`config.mk`:
```
export PLATFORM = sky130hd
export DESIGN_NAME = svv_traffic_gen
export DESIGN_NICKNAME = d
export VERILOG_FILES = /design/src/rtl/svv_traffic_gen.sv
export SDC_FILE = /design/constraint.sdc
export NUM_CORES = 1
export LEC_CHECK = 0
export BUFFER_PORTS_ARGS = -buffer_cell sky130_fd_sc_hd__buf_2
export CORE_ASPECT_RATIO = 0.5
export CORE_MARGIN = 1.5
export CORE_UTILIZATION = 28
export CTS_CLUSTER_SIZE = 16
export DETAILED_ROUTE_END_ITERATION = 12
export GPL_ROUTABILITY_DRIVEN = 0
export PLACE_DENSITY_LB_ADDON = 0.12
export SYNTH_ARGS = -nofsm -noshare
export SYNTH_HDL_FRONTEND = slang
export SYNTH_SLANG_ARGS = --single-unit
```
`constraint.sdc`:
```
create_clock -name clk_i -period 8.16 [get_ports clk_i]
set_clock_uncertainty 0.15 [all_clocks]
set_input_delay 1.224 -clock clk_i [delete_from_list [all_inputs] [get_ports clk_i]]
set_output_delay 1.224 -clock clk_i [all_outputs]
set_load 0.03 [all_outputs]
```
`src/rtl/svv_traffic_gen.sv`:
```
// rtl/svv_traffic_gen.sv - rule-abiding push/pull/set initiator for a status-value-vector FIFO
// Optional status cross-check against the shadow occupancy enabled by `define SVV_TG_CHECK_EN.
module svv_traffic_gen #(
    parameter int          DEPTH   = 8,
    parameter int          WIDTH   = 8,
    parameter int          NUM_OPS = 64,
    parameter logic [15:0] SEED    = 16'hACE1
) (
    input  logic                   clk_i,
    input  logic                   rsn_i,
    input  logic                   start_i,
    input  logic                   full_i,
    input  logic                   valid_i,
    output logic                   push_o,
    output logic                   pull_o,
    output logic                   set_o,
    output logic [WIDTH-1:0]       value_o,
    output logic [WIDTH-1:0]       set_value_o,
    output logic [$clog2(DEPTH):0] occupancy_o,
    output logic                   busy_o,
    output logic                   done_o,
    output logic                   error_o
);

    localparam int OCC_W = $clog2(DEPTH) + 1;
    localparam int CNT_W = $clog2(NUM_OPS + 1);

    typedef enum logic [2:0] {
        S_IDLE,
        S_FILL,
        S_DRAIN,
        S_MIXED,
        S_FLUSH,
        S_DONE
    } state_t;

    state_t             state_q, state_d;
    logic [OCC_W-1:0]   occ_q, occ_d;
    logic [WIDTH-1:0]   wr_cnt_q, wr_cnt_d;
    logic [15:0]        lfsr_q, lfsr_d;
    logic [CNT_W-1:0]   op_cnt_q, op_cnt_d;
    logic               push_q, push_d;
    logic               pull_q, pull_d;
    logic               set_q, set_d;
    logic [WIDTH-1:0]   value_q, value_d;
    logic [WIDTH-1:0]   set_value_q, set_value_d;
    logic               busy_q, busy_d;
    logic               done_q, done_d;

    logic [15:0]        lfsr_step;
    logic               occ_nz, occ_full;
    logic               mix_push, mix_pull, mix_set;

    assign occ_nz    = (occ_q != '0);
    assign occ_full  = (occ_q == OCC_W'(DEPTH));
    assign lfsr_step = {lfsr_q[14:0], lfsr_q[15] ^ lfsr_q[13] ^ lfsr_q[12] ^ lfsr_q[10]};

    // Mask order matters: push may proceed at full only if the masked pull frees a slot.
    assign mix_pull = lfsr_step[1] & occ_nz;
    assign mix_set  = lfsr_step[2] & occ_nz;
    assign mix_push = lfsr_step[0] & ~(occ_full & ~mix_pull);

    always_comb begin
        state_d  = state_q;
        lfsr_d   = lfsr_q;
        op_cnt_d = op_cnt_q;
        push_d   = 1'b0;
        pull_d   = 1'b0;
        set_d    = 1'b0;
        done_d   = 1'b0;
        case (state_q)
            S_IDLE: begin
                if (start_i) begin
                    state_d  = S_FILL;
                    lfsr_d   = SEED;
                    op_cnt_d = '0;
                    push_d   = 1'b1;
                end
            end
            S_FILL: begin
                if (!occ_full) begin
                    push_d = 1'b1;
                end else begin
                    state_d = S_DRAIN;
                    pull_d  = 1'b1;
                end
            end
            S_DRAIN: begin
                if (occ_nz) begin
                    pull_d = 1'b1;
                end else begin
                    state_d  = S_MIXED;
                    lfsr_d   = lfsr_step;
                    op_cnt_d = CNT_W'(1);
                    push_d   = mix_push;
                    pull_d   = mix_pull;
                    set_d    = mix_set;
                end
            end
            S_MIXED: begin
                if (op_cnt_q != CNT_W'(NUM_OPS)) begin
                    lfsr_d   = lfsr_step;
                    op_cnt_d = op_cnt_q + CNT_W'(1);
                    push_d   = mix_push;
                    pull_d   = mix_pull;
                    set_d    = mix_set;
                end else if (occ_nz) begin
                    state_d = S_FLUSH;
                    pull_d  = 1'b1;
                end else begin
                    state_d = S_DONE;
                    done_d  = 1'b1;
                end
            end
            S_FLUSH: begin
                if (occ_nz) begin
                    pull_d = 1'b1;
                end else begin
                    state_d = S_DONE;
                    done_d  = 1'b1;
                end
            end
            S_DONE: begin
                state_d = S_IDLE;
            end
            default: begin
                state_d = S_IDLE;
            end
        endcase

        // Counters and data follow the ops being registered this edge.
        occ_d       = occ_q + OCC_W'(push_d) - OCC_W'(pull_d);
        wr_cnt_d    = wr_cnt_q + WIDTH'(push_d);
        value_d     = push_d ? wr_cnt_q : '0;
        set_value_d = set_d ? ~(wr_cnt_d - WIDTH'(1)) : '0;
        busy_d      = (state_d != S_IDLE);
    end

    always_ff @(posedge clk_i or negedge rsn_i) begin
        if (!rsn_i) begin
            state_q     <= S_IDLE;
            occ_q       <= '0;
            wr_cnt_q    <= '0;
            lfsr_q      <= '0;
            op_cnt_q    <= '0;
            push_q      <= 1'b0;
            pull_q      <= 1'b0;
            set_q       <= 1'b0;
            value_q     <= '0;
            set_value_q <= '0;
            busy_q      <= 1'b0;
            done_q      <= 1'b0;
        end else begin
            state_q     <= state_d;
            occ_q       <= occ_d;
            wr_cnt_q    <= wr_cnt_d;
            lfsr_q      <= lfsr_d;
            op_cnt_q    <= op_cnt_d;
            push_q      <= push_d;
            pull_q      <= pull_d;
            set_q       <= set_d;
            value_q     <= value_d;
            set_value_q <= set_value_d;
            busy_q      <= busy_d;
            done_q      <= done_d;
        end
    end

    assign push_o      = push_q;
    assign pull_o      = pull_q;
    assign set_o       = set_q;
    assign value_o     = value_q;
    assign set_value_o = set_value_q;
    assign occupancy_o = occ_q;
    assign busy_o      = busy_q;
    assign done_o      = done_q;

`ifdef SVV_TG_CHECK_EN
    // The FIFO status lags the shadow count by one cycle, so compare against the delayed copy.
    logic [OCC_W-1:0] occ_dly_q, occ_dly_d;
    logic             error_q, error_d;
    logic             mismatch;

    always_comb begin
        occ_dly_d = occ_q;
        mismatch  = (valid_i != (occ_dly_q != '0)) || (full_i != (occ_dly_q == OCC_W'(DEPTH)));
        error_d   = (state_q == S_IDLE && start_i) ? 1'b0 : (error_q | mismatch);
    end

    always_ff @(posedge clk_i or negedge rsn_i) begin
        if (!rsn_i) begin
            occ_dly_q <= '0;
            error_q   <= 1'b0;
        end else begin
            occ_dly_q <= occ_dly_d;
            error_q   <= error_d;
        end
    end

    assign error_o = error_q;
`else
    logic unused_status;
    assign unused_status = full_i ^ valid_i;
    assign error_o       = 1'b0;
`endif

endmodule

```
==> results.toml, run 1 <==
[run_status]
outcome = "finished clean"

[synthesis]
yosysSeqAreaShare_pct = 55.74
synth_seq_cells = 59
async_flop_share_pct = 100.0
synth_top_area_share_pct = 55.74
synth_cell_types = 52
synth_most_common_cell = "dfrtp_1"
synth.area.top_cells = "dfrtp_1 56%, ha_1 5.2%, xnor2_1 4.3%"
synth_flop_cell = "dfrtp_1"
synth.top_cells.by_count = "59 x dfrtp_1, 17 x nor2_1, 13 x inv_1, 13 x xnor2_1"
avgSynthCellArea_um2 = 11.62
ys.warnings.count = 0
synthesis.nets = 245
netlist_instances = 228
synth.largest_area_cell = "dfrtp_1"
synth-edff-count = 0
synth_area_um2 = 2649

[timing]
worst_hold_slack_ns = 0.3439
post-route-period-util_pct = 50.83
maxSlewViolCount = 0
min_period_ns = 4.148
rsz0062_at_grt = "no"
tns_ns = 0
tightest_slew_ns = 1.081
timing.fmax_mhz = 241.1
finalHoldViolCount = 0
relSlewSlack_pct = 27.51
setup_viol = 0

[global_route]
grt_pass1_wl_um = 8838
grt_antenna_before_repair = 0
met3_usage_pct = 4.479
grt_use_met1_pct = 14.47
grt_overflow_total = 0
grt_pass1_vias = 1814
gr-usage-all-layers_pct = 11.54
met2_usage_pct = 17.71
grt_busiest_layer = "met2"
grt_max_degree = 60

[worst_setup_path]
cpPeakStageDelay_ns = 0.64
crit_chain = "or3b_1 -> o221ai_2 -> o21a_1 -> inv_2 -> ha_1 -> and3_4 -> or4_4 -> and3_4 -> or4_1 -> a21oi_1"
critPathSlowestCell = "o221ai_2"
arrival_ns = 4.23
crit_family = "simple AND/OR/NAND/NOR gates"
setup.worst_path.end_class = "flip-flop"
start_kind = "flip-flop"
path_common_cell = "and3_4"
crit_buf_inv = 1
required_ns = 8.24
critPathKind = "flip-flop to flip-flop"
path_max_fanout = 16

[clock_network]
tritoncts = "done"
cts_htree_levels = 3
cts-resized-gates = 0
clkTransAtPathRegs_ns = 0.05
clk_latency_ns = 0.32
hold_buffers = 0
cts_sinks = 59
cts_buffers = 9
post_cts_buffers = 0
cts.root.buffer_cell = "clkbuf_16"
clk_path_buf_depth = 2

[die]
io_pins = 31
dieWidth_um = 140.6
chipHeight_um = 71.78
num_rows = 24
start_util_pct = 29.60
core_area_um2 = 8949
die-area_um2 = 10090

[power_and_ir_drop]
leakagePower_nw = 1.551
powerDensity_nw_per_um2 = 214.3
ir_worst_vdd_mv = 0.1015

[drt]
vias = 1766
drc = 0
post_drt_via_cell_ratio = 4.611
totalWireLength_um = 5171
wl_per_cell_um = 13.50
drtIter0Drc = 105
drtPass1Iterations = 4
ant_nets = 0

[placement]
portBuffers = 27
place_hpwl_um = 3460
place_area_um2 = 2900

[layout]
layout.nets = 278
diodes = 0
stdcell_area_um2 = 3214
drive_gt1_share_pct = 20.68
area_growth_syn_to_layout_pct = 21.35

[hold_path]
hp-class = "flip-flop to flip-flop"

[flow_run]
drv_cap = 0
-- flip-flops by register name, indices dropped and copies added (netlist names) --
name / flops
set_value_o: 8
occupancy_o: 4
pull_o: 1
state_q: 3
value_o: 8
done_o: 1
lfsr_q: 16
push_o: 1
wr_cnt_q: 8
busy_o: 1
op_cnt_q: 7
set_o: 1
-- power by group --
part           switching [mW]  internal, mW
Combinational         0.00635      0.000646
Clock                   0.129         0.260
Sequential                  0         0.293
-- logic make-up (layout without fill, tap and decap cells) --
logic type               Yosys count  count (layout)  synth area share (%)
AO/OA/AOI/OAI                     44              44                 12.33
XOR/XNOR                          20              20                 6.897
adder cells (fa/ha/maj)           12              12                 5.952
buffers and inverters             21              59                 3.543
flip-flops                        59              59                 55.74
multiplexers                       1               1                0.3779
other                              1               1                0.1416
AND/OR/NAND/NOR                   70              70                 15.02
-- layout make-up --
cell class	count	area (um2)
tap	117	146.4
clock inverter	4	47.55
fill	879	5734
timing repair buffer	28	142.6
inverter	15	56.30
clock buffer	12	266.5
sequential	59	1476
multi-input combinational	148	1079
-- final timing paths --
| path | start | slack (ns) | depth (start not counted) | end |
|---|---|---|---|---|
| worst min register to register | lfsr_q[7] | 0.34 | 1 | lfsr_q[7] |
| max in group asynchronous | rsn_i | 6.46 | 2 | lfsr_q[3] |
| worst min-delay path | lfsr_q[7] | 0.34 | 1 | lfsr_q[7] |
| worst max-delay path | state_q[0] | 4.01 | 10 | set_value_o[7] |
| worst max register to register | state_q[0] | 4.01 | 10 | set_value_o[7] |
| min in group asynchronous | rsn_i | 0.91 | 2 | value_o[0] |
-- routing by layer --
layer | part of all wire, % | vias up | wire (um)
met3 | 3.7 | 7 | 190
li1 | - | 868 | -
met1 | 49 | 870 | 2559
met4 | 1.9 | 0 | 99
met5 | 0 | - | 0
met2 | 45 | 21 | 2321
-- cells in the final DEF, fill, tap and decap left out, types with 2 or more instances in the layout --
cell	synthesis	final
a31oi_1	2	2
xor2_1	6	6
dfrtp_1	59	59
or3b_1	2	2
nor2_1	17	17
clkbuf_8	0	3
clkbuf_16	0	9
nand4_1	2	2
a21oi_1	7	7
inv_1	13	13
nor3_1	3	3
inv_2	2	2
nor2b_1	7	7
and2_1	4	4
o211ai_1	2	2
o22a_1	8	8
clkinv_2	0	2
a211oi_1	2	2
nand3_1	7	7
and3_4	2	2
o21ai_1	3	3
buf_2	2	27
a22o_1	8	8
or3_1	3	3
o21ai_0	2	2
xnor2_1	13	13
nand2_1	11	11
ha_1	11	11
nand2b_1	2	2
o31ai_1	3	3
-- stage by stage --
step | total power [mW] | std cells | utilization [%] | setup WS (ns)
finish | 0.6890 | 383 | 35.92 | 4.012
global route | 0.7145 | 383 | 35.92 | 3.640
detailed placement | 0.3055 | 367 | 32.41 | 3.994
global placement | 0.3054 | 367 | 32.41 | 3.981
CTS | 0.6998 | 383 | 35.92 | 3.963
floorplan | 0.2990 | 228 | - | 4.572
(Power assumes the default switching activity.)
==> run 2, diff against run 1 <==
==> constraint.sdc (replaced) <==
create_clock -name clk_i -period 3.6 [get_ports clk_i]
set_clock_uncertainty 0.15 [all_clocks]
set_input_delay 0.54 -clock clk_i [delete_from_list [all_inputs] [get_ports clk_i]]
set_output_delay 0.54 -clock clk_i [all_outputs]
set_load 0.03 [all_outputs]
==> run 2 against run 1 <==
Sequential power up 130%. First-iteration DRC count decreased by 15%. Clock power is 130% higher. Setup slack worse by 3.7 ns. Register-to-register slack worse by 3.7 ns. Routed wire length down 0.44%. Maximum frequency rose by 25%. Cell count up 1.3%. Global-route usage barely moved. Via count barely moved.
==> results.toml, run 2 (synthesized netlist as in run 1, its figures left out) <==
[global_route]
grt_antenna_before_repair = 0
grt_pass1_wl_um = 8928
grt_max_degree = 34
grt_overflow_total = 0
grt_pass1_vias = 1803
gr-usage-all-layers_pct = 11.55

[layout]
area_growth_syn_to_layout_pct = 22.63
diodes = 0
drive_gt1_share_pct = 21.40
final_common_cell = "dfrtp_1"
seq_area_um2 = 1476
largest_reg_flops = 16
multi_input_area_um2 = 1079
layout_common_cells = "59 x dfrtp_1, 27 x buf_2, 17 x nor2_1"
top_register = "lfsr_q"
layout.nets = 283
fillers = 904

[clock_network]
clkTransAtPathRegs_ns = 0.05
cts.root.buffer_cell = "clkbuf_16"
cts-resized-gates = 0
tritoncts = "done"
cts_sinks = 59
post_cts_buffers = 0
clk_path_buf_depth = 2
cts_htree_levels = 3
cts_buffers = 9
clk_latency_ns = 0.33
hold_buffers = 0

[timing]
min_period_ns = 3.309
tightest_slew_ns = 0.6891
rsz0062_at_grt = "no"
relSlewSlack_pct = 53.67
post-route-period-util_pct = 91.93
setup_viol = 0
finalHoldViolCount = 0
fin_ws_ns = 0.2907
tns_ns = 0
maxSlewViolCount = 0
timing.fmax_mhz = 302.2

[die]
chipHeight_um = 71.78
io_pins = 31
num_rows = 24
core_area_um2 = 8949
start_util_pct = 29.60
dieWidth_um = 140.6
die-area_um2 = 10090

[worst_setup_path]
path_common_cell = "ha_1"
critPathKind = "flip-flop to flip-flop"
critPathSlowestCell = "or4_1"
crit_chain = "inv_1 -> ha_1 -> nor3b_2 -> o221ai_2 -> o21a_1 -> inv_2 -> ha_1 -> and4_1 -> nand4_1 -> xor2_2 -> or4_1 -> a21oi_1"
cpPeakStageDelay_ns = 0.52
arrival_ns = 3.39
path_max_fanout = 4
setup.worst_path.end_class = "flip-flop"
required_ns = 3.68
start_kind = "flip-flop"

[power_and_ir_drop]
powerDensity_nw_per_um2 = 483.0
ir_worst_vdd_mv = 0.2050
leakagePower_nw = 1.569

[drt]
vias = 1767
drc = 0
drtPass1Iterations = 4
ant_nets = 0
drtIter0Drc = 89
wl_per_cell_um = 13.27
post_drt_via_cell_ratio = 4.554
totalWireLength_um = 5148

[placement]
portBuffers = 27
preCtsSetupSlack_ns = 0.2731
place_hpwl_um = 3552

[hold_path]
hp-class = "input pin to asynchronous set/reset pin"

[flow_run]
drv_cap = 0

[run_status]
outcome = "finished clean"
==> run 2: area by class of cell <==
type                            instances  area share (%)
Clock inverter                          5           2.388
Tap cell                              117           4.507
Inverter                               15           1.733
Multi-Input combinational cell        148           33.20
Clock buffer                           11           7.165
Sequential cell                        59           45.45
Timing Repair Buffer                   33           5.547
==> run 2: routing by layer <==
metal / GRT usage, % / routed length, um / share of wire (%) / vias up
met3: 4.679 / 245 / 4.8 / 5
met1: 14.69 / 2506 / 49 / 863
met4: 4.514 / 55 / 1.1 / 0
li1: - / - / - / 873
met2: 17.77 / 2341 / 45 / 26
met5: 0 / 0 / 0 / -
==> run 2: critical path, delay by kind of cell, from the launching register on <==
| kind | cells | cell delay (ns) |
|---|---|---|
| AO/OA/AOI/OAI | 3 | 0.63 |
| AND/OR/NAND/NOR | 4 | 1.32 |
| adder cells (fa/ha/maj) | 2 | 0.38 |
| buffers and inverters | 2 | 0.18 |
| XOR/XNOR | 1 | 0.19 |
| flip-flops | 1 | 0.37 |
==> run 2: power breakdown <==
part           internal (mW)  switching (mW)  total [mW]
Combinational        0.00147          0.0143      0.0158
Clock                  0.603           0.286       0.889
Sequential             0.664               0       0.664
==> run 2: stage by stage <==
step                hold WS (ns)  power, mW  instance area, um2  util (%)  cells
floorplan                0.09441     0.6777                2649         -    228
global placement          0.3227     0.6921                2938     32.83    372
detailed placement        0.3304     0.6928                2938     32.83    372
CTS                      0.08866      1.598                3248     36.30    388
global route              0.1155      1.625                3248     36.30    388
finish                   0.06625      1.569                3248     36.30    388
==> run 2: worst paths after layout <==
path	from	cells past startpoint	to	slack [ns]
min in group clk_i	lfsr_q[11]	1	lfsr_q[11]	0.34
worst max-delay path	occupancy_o[2]	12	set_value_o[7]	0.29
worst max register to register	occupancy_o[2]	12	set_value_o[7]	0.29
worst min register to register	lfsr_q[11]	1	lfsr_q[11]	0.34
max in group asynchronous	rsn_i	2	op_cnt_q[2]	2.38
worst min-delay path	rsn_i	1	push_o	0.07
